===== config.mk =====
export PLATFORM = sky130hd
export DESIGN_NAME = adder_subtractor_64bit
export DESIGN_NICKNAME = d
export VERILOG_FILES = /design/src/rtl/adder_subtractor_64bit_pkg.sv /design/src/rtl/adder_subtractor_64bit_full_adder.sv /design/src/rtl/adder_subtractor_64bit.sv
export SDC_FILE = /design/constraint.sdc
export NUM_CORES = 1
export LEC_CHECK = 0
export ABC_AREA = 1
export CAP_MARGIN = 20
export CORE_MARGIN = 5
export CORE_UTILIZATION = 41
export DETAILED_ROUTE_END_ITERATION = 10
export HOLD_SLACK_MARGIN = 0.03
export PLACE_DENSITY = 0.81
export SYNTH_ARGS = -nofsm -noshare
export SYNTH_HDL_FRONTEND = slang
export SYNTH_HIERARCHICAL = 1
export SYNTH_SLANG_ARGS = --single-unit

===== constraint.sdc =====
create_clock -name clk -period 39.9 [get_ports clk]
set_clock_uncertainty 0.1 [all_clocks]
set_input_delay 9.975 -clock clk [delete_from_list [all_inputs] [get_ports clk]]
set_output_delay 9.975 -clock clk [all_outputs]
set_load 0.005 [all_outputs]

===== src/rtl/adder_subtractor_64bit_pkg.sv =====
// Shared constants for the 64-bit adder/subtractor.
// Width and operation-select encodings.
package adder_subtractor_64bit_pkg;
  localparam int   ADDSUB_W = 64;
  localparam logic OP_ADD   = 1'b0;
  localparam logic OP_SUB   = 1'b1;
endpackage


===== src/rtl/adder_subtractor_64bit_full_adder.sv =====
// One-bit full-adder cell for the ripple-carry chain.
// Ports: a, b, cin in; s (sum), cout (carry) out.
module full_adder (
  input  logic a,
  input  logic b,
  input  logic cin,
  output logic s,
  output logic cout
);
  logic w_p;

  assign w_p  = a ^ b;
  assign s    = w_p ^ cin;
  assign cout = (a & b) | (cin & w_p);
endmodule


===== src/rtl/adder_subtractor_64bit.sv =====
// 64-bit ripple-carry add/sub with registered result and flags.
// Ports: clk, rst (sync, high), A, B, S (1=sub) in; Out, Cout, Ovf, Zero out.
module adder_subtractor_64bit
  import adder_subtractor_64bit_pkg::*;
(
  input  logic                clk,
  input  logic                rst,
  input  logic [ADDSUB_W-1:0] A,
  input  logic [ADDSUB_W-1:0] B,
  input  logic                S,
  output logic [ADDSUB_W-1:0] Out,
  output logic                Cout,
  output logic                Ovf,
  output logic                Zero
);
  logic                w_sub;
  logic [ADDSUB_W-1:0] w_bx;
  logic [ADDSUB_W-1:0] w_sum;
  logic [ADDSUB_W:0]   w_c;

  logic [ADDSUB_W-1:0] r_out;
  logic                r_cout;
  logic                r_ovf;
  logic                r_zero;

  // Subtract is A + ~B + 1: invert B and inject the +1 as carry-in.
  assign w_sub  = (S == OP_SUB);
  assign w_bx   = B ^ {ADDSUB_W{w_sub}};
  assign w_c[0] = w_sub;

  for (genvar i = 0; i < ADDSUB_W; i++) begin : g_fa
    full_adder u_fa (
      .a    (A[i]),
      .b    (w_bx[i]),
      .cin  (w_c[i]),
      .s    (w_sum[i]),
      .cout (w_c[i+1])
    );
  end

  always_ff @(posedge clk) begin
    if (rst) begin
      r_out  <= '0;
      r_cout <= 1'b0;
      r_ovf  <= 1'b0;
      r_zero <= 1'b0;
    end else begin
      r_out  <= w_sum;
      r_cout <= w_c[ADDSUB_W];
      // Signed overflow: carry into sign bit differs from carry out.
      r_ovf  <= w_c[ADDSUB_W] ^ w_c[ADDSUB_W-1];
      r_zero <= (w_sum == '0);
    end
  end

  assign Out  = r_out;
  assign Cout = r_cout;
  assign Ovf  = r_ovf;
  assign Zero = r_zero;
endmodule


==> results of run 1 <==
==> Yosys cell counts <==
cell type  count
dfxtp_1       67
nand2_1       22
buf_6          1
a21oi_1        1
buf_8          6
nor2_1        95
buf_2          7
nand4_1        4
o21ai_0        1
inv_1         66
fa_1          64
xor2_1        64
==> power by group through the flow <==
stage | clock (mW) | sequential (mW) | combinational [mW]
finish | 0.0491 | 0.0824 | 0.0961
global route | 0.0551 | 0.0836 | 0.109
CTS | 0.0512 | 0.0826 | 0.0975
detailed placement | 0 | 0.0839 | 0.0971
global placement | 0 | 0.0837 | 0.0934
floorplan | 0 | 0.0854 | 0.0452
==> sequential cells by signal, summed over array words and instances (netlist names) <==
signal and count:
Cout 1, Out 64, Ovf 1, Zero 1
==> worst max-delay path: cells and delay by family <==
| family | cells | cell delay (ns) |
|---|---|---|
| xor+xnor | 1 | 0.22 |
| simple gates | 7 | 0.56 |
| fa+ha+maj | 64 | 25.53 |
| buf+inv | 1 | 0.69 |
==> cells by family (layout without fill, tap and decap cells) <==
family,after synthesis,after routing,synth area share [%]
buffers and inverters,80,280,9.505
and+or+nand+nor,121,121,11.49
adders and majority gates,64,64,31.70
AOI/OAI and AO/OA,2,2,0.2474
xor gates and xnor gates,64,64,13.87
DFF,67,67,33.19
==> layout by cell type (no fill, tap or decap), drive strengths merged <==
cell type      synthesis  routed
dfxtp                 67      67
buf                   14       3
clkbuf                 0      14
o21ai                  1       1
clkdlybuf4s50          0     195
inv                   66      66
nand4                  4       4
a21oi                  1       1
nor2                  95      95
fa                    64      64
clkinv                 0       2
xor2                  64      64
nand2                 22      22
==> metal layers <==
metal,vias to the layer above,part of all wire (%),global-route usage [%]
li1,1522,-,-
met1,1458,36,19.87
met2,101,56,33.46
met3,12,6.9,4.559
met4,0,1.3,5.254
met5,-,0,0
==> area by class of cell <==
type                            count  area share (%)
Clock buffer                       14           2.617
Clock inverter                      2          0.1610
Inverter                           66           3.986
Multi-Input combinational cell    251           37.26
Sequential cell                    67           21.58
Tap cell                          133           2.677
Timing Repair Buffer              198           31.72
==> worst min-delay path by stage <==
stage,start,to,slack [ns],cells past startpoint
floorplan,rst,Ovf,10.05,3
global placement,rst,Out[9],10.48,3
detailed placement,rst,Out[0],10.50,3
CTS,rst,Out[0],10.15,3
global route,rst,Out[32],10.19,3
finish,rst,Out[11],10.16,3
==> per-stage QoR <==
stage / utilization, % / cell area [um^2] / power, mW
floorplan: - / 4041 / 0.1306
global placement: 62.40 / 6043 / 0.1771
detailed placement: 62.40 / 6043 / 0.1811
CTS: 64.19 / 6216 / 0.2312
global route: 64.19 / 6216 / 0.2473
finish: 64.19 / 6216 / 0.2275
==> results.sh, run 1 <==
export IMPL_endpoint="Zero"
export IMPL_start_kind="input pin"
export IMPL_p_per_area_mw_per_mm2=36.60
export IMPL_cts_resized=0
export IMPL_grt_max_degree=67
export IMPL_slew_violations=0
export IMPL_cp_arrival_ns=37.00
export IMPL_critPathMaxStageDelay_ns=0.69
export IMPL_synth_seq_area_share_pct=33.19
export IMPL_rsz0062_at_grt="false"
export IMPL_hold_class="input pin to flop"
export IMPL_globalRouteOverflowTotal=0
export IMPL_drc_errors=0
export IMPL_period_share_pct=92.35
export IMPL_power_switching_mw=0.06923
export IMPL_ys_types=12
export IMPL_ir_drop_v=0.00001539
export IMPL_grt_pass1_vias=3425
export IMPL_fin_cells=731
export IMPL_port_buffer_count=197
export IMPL_cts_tree="done"
export IMPL_p_sw_share_pct=30.43
export IMPL_synthCells=398
export IMPL_fin_nets=788
export IMPL_io_pins=198
export IMPL_seq_power_share_pct=36.2
export IMPL_drv_cap=0
export IMPL_clock_fmax_mhz=27.14
export IMPL_comb_power_share_pct=42.2
export IMPL_finalHoldViolCount=0
export IMPL_worst_pin_slew_ns=0.9906
export IMPL_grtUsageTotal_pct=17.89
export IMPL_h_tree_depth=3
export IMPL_worstPathRequired_ns=40.06
export IMPL_drive_above_1_share_pct=2.676
export IMPL_syn_to_final_growth_pct=53.81
export IMPL_routedWlPerCell_um=14.01
export IMPL_multi_input_area_mm2=0.002316
export IMPL_initial_core_util_pct=41.73
export IMPL_drt_first_iter_violations=47
export IMPL_status="complete, no violations"
export IMPL_antenna_found_initial=0
export IMPL_regArea_mm2=0.001341
export IMPL_dp_slack_ns=2.747
export IMPL_syn_num_nets=593
export IMPL_synth_top_area_share_pct=33.19
export IMPL_crit_slowest_cell="buf_4"
export IMPL_n_antenna_cell=0
export IMPL_fillers=778
export IMPL_die_area_mm2=0.01194
export IMPL_power_leakage_nw=2.699
export IMPL_p_int_mw=0.1583
export IMPL_via_per_inst=4.231
export IMPL_num_vias=3093
export IMPL_hold_buffers=0
export IMPL_clkSinkCount=67
export IMPL_cts_root_buffer="clkbuf_8"
export IMPL_ys_top_cells_by_area="dfxtp_1, fa_1, xor2_1"
export IMPL_ys_warn_count=6
export IMPL_cts_setup_buffers=0
export IMPL_final_antenna_net_count=0
export IMPL_fin_crit_ns=36.85
export IMPL_fin_ws_ns=3.054
export IMPL_die_x_um=109.3
export IMPL_cts_reportedPaths_clkPinSlew_ns=0.07
export IMPL_row_count=36
export IMPL_endpoint_kind="flop"
export IMPL_die_y_um=109.3
export IMPL_holdWs_ns=10.16
export IMPL_fin_setup_tns_ns=0
export IMPL_worstPathMaxFanout=65
export IMPL_clk_path_buf_depth=2
export IMPL_ys_ff_latch=67
export IMPL_coreArea_mm2=0.009684
export IMPL_cts_made_buffers=9
export IMPL_synth_largest_area_cell="dfxtp_1"
export IMPL_worstSetupPathType="input pin to flop"
export IMPL_setup_viol=0
export IMPL_pwr_share_clk_pct=21.6
export IMPL_crit_top_cell="fa_1"
export IMPL_dp_cells=715
export IMPL_slew_headroom_pct=33.96
export IMPL_drt_first_pass_iters=4
export IMPL_finalWeightedCongestion=0.8261
export IMPL_startpoint="S"
export IMPL_grt_pass1_wl_mm=16.27
export IMPL_dp_hpwl_mm=8.773
export IMPL_netlist_area_mm2=0.004041
export IMPL_syn_avg_cell_area_um2=10.15
export IMPL_wl_mm=10.24
Power figures use the tool's default switching activity.
==> run 2: changes to the inputs <==
Settings changed: SLEW_MARGIN set to 20.
==> results of run 2 <==
Same layout as run 1: the final DEF is identical, and so are final timing and power.
==> run 3: changes to the inputs <==
Settings changed: CORE_ASPECT_RATIO set to 0.9.
==> run 3 against run 2 <==
Against the previous run:
- flip-flop and latch count stayed put
- critical endpoint unchanged
- largest power group unchanged
- final cell count shrank 0.96%
- critical path type unchanged
- worst setup slack improved by 0.037 ns
- largest cell class unchanged
==> results.sh, run 3 (synthesis results as in run 1) <==
export IMPL_status="complete, no violations"
export IMPL_cts_root_buffer="clkbuf_8"
export IMPL_h_tree_depth=3
export IMPL_postLayoutCellArea_mm2=0.006217
export IMPL_met2_usage_pct=37.03
export IMPL_critPathMaxStageDelay_ns=0.51
export IMPL_port_buffer_count=197
export IMPL_setup_viol=0
export IMPL_routedWlPerCell_um=15.38
export IMPL_grtUsageMet3_pct=3.258
export IMPL_coreArea_mm2=0.009657
export IMPL_power_total_mw=0.2319
export IMPL_top_usage_layer="met2"
export IMPL_post_dp_cell_area_mm2=0.006042
export IMPL_holdWs_ns=10.15
export IMPL_final_antenna_net_count=0
export IMPL_worstPathMaxFanout=36
export IMPL_grtUsageTotal_pct=19.74
export IMPL_row_count=34
export IMPL_hold_end="Out[8]"
export IMPL_met1_usage_pct=21.53
export IMPL_drive_above_1_share_pct=2.676
export IMPL_clock_fmax_mhz=27.17
export IMPL_final_cell_mix="clkdlybuf4s50_1, nor2_1, dfxtp_1"
export IMPL_cts_setup_buffers=0
export IMPL_period_share_pct=92.25
export IMPL_clkSinkCount=67
export IMPL_rsz0062_at_grt="false"
export IMPL_hold_buffers=0
export IMPL_fin_util_pct=64.38
export IMPL_crit_slowest_cell="buf_4"
export IMPL_finalWeightedCongestion=0.8912
export IMPL_clk_path_buf_depth=2
export IMPL_via_per_inst=4.250
export IMPL_largest_reg_flops=64
export IMPL_grt_pass1_wl_mm=18.19
export IMPL_die_y_um=104.2
export IMPL_whs_path_depth=3
export IMPL_worst_pin_slew_ns=0.6450
export IMPL_start_kind="input pin"
export IMPL_n_antenna_cell=0
export IMPL_drt_first_pass_iters=4
export IMPL_hold_start="rst"
export IMPL_antenna_found_initial=0
export IMPL_endpoint_kind="flop"
export IMPL_die_area_mm2=0.01194
export IMPL_p_per_area_mw_per_mm2=37.30
export IMPL_worstSetupPathType="input pin to flop"
export IMPL_grt_pass1_vias=3562
export IMPL_fin_nets=789
export IMPL_hold_class="input pin to flop"
export IMPL_globalRouteOverflowTotal=0
export IMPL_mostFrequentLayoutCell="clkdlybuf4s50_1"
export IMPL_cts_tree="done"
export IMPL_die_x_um=114.7
export IMPL_cts_made_buffers=9
export IMPL_wl_mm=11.13
export IMPL_drv_cap=0
export IMPL_syn_to_final_growth_pct=53.84
export IMPL_crit_top_cell="fa_1"
export IMPL_fin_setup_tns_ns=0
export IMPL_io_pins=198
export IMPL_cts_reportedPaths_clkPinSlew_ns=0.07
export IMPL_drc_errors=0
export IMPL_fin_crit_ns=36.81
export IMPL_slew_headroom_pct=57.00
export IMPL_slew_violations=0
export IMPL_ir_drop_v=0.00001923
export IMPL_cts_resized=0
export IMPL_power_leakage_nw=2.704
export IMPL_initial_core_util_pct=41.85
export IMPL_grt_max_degree=67
export IMPL_worstPathRequired_ns=40.06
export IMPL_fillers=783
export IMPL_cp_arrival_ns=36.97
export IMPL_dp_hpwl_mm=9.704
export IMPL_num_vias=3077
export IMPL_drt_first_iter_violations=93
export IMPL_finalHoldViolCount=0
## run 3: cell count changes in the layout (fill, tap and decap cells not counted)
cell,previous run,this run
buf_4,2,3
bufinv_16,0,1
clkbuf_8,11,9
## run 3: worst max-delay path by stage
stage               startpoint    to  slack (ns)  cells past startpoint
floorplan                    S  Zero        4.55                     73
global placement             S  Zero        3.51                     73
detailed placement           S  Zero        2.87                     73
CTS                          S  Zero        3.16                     73
global route                 S  Zero        2.20                     73
finish                       S  Zero        3.09                     73
## run 3: metrics by stage
| stage | std cells | setup WS [ns] |
|---|---|---|
| 3_3_place_gp | 709 | 3.510 |
| 6_report | 724 | 3.091 |
| 5_1_grt | 724 | 2.197 |
| 2_1_floorplan | 398 | 4.547 |
| 4_1_cts | 724 | 3.157 |
| 3_5_place_dp | 709 | 2.868 |
## run 3: report_power, final
part	switching (mW)	internal, mW	total (mW)
Clock	0.0235	0.0284	0.0519
Combinational	0.0438	0.0535	0.0974
Sequential	0.00349	0.0792	0.0827
Total	0.0708	0.161	0.232
## run 3: critical path: cells and delay by family
kind / cells / cell delay [ns]
xor+xnor: 1 / 0.16
fa+ha+maj: 63 / 25.25
buf+inv: 2 / 0.96
simple gates: 7 / 0.56
## run 3: layout make-up
type / count / area (um^2) / share of cell area (%)
multi-input cells: 251 / 2316 / 37.25
repair buffers: 199 / 1979 / 31.84
flip-flops and latches: 67 / 1341 / 21.57
inverters: 66 / 247.7 / 3.985
well taps: 126 / 157.7 / 2.536
clock buffers: 12 / 135.1 / 2.173
clock inverters: 3 / 40.04 / 0.6440
## run 3: metal layers
layer / vias to the layer above / part of all wire, %
met2: 89 / 57
met4: 0 / 3.4
li1: 1522 / -
met1: 1442 / 35
met3: 24 / 4.4
met5: - / 0
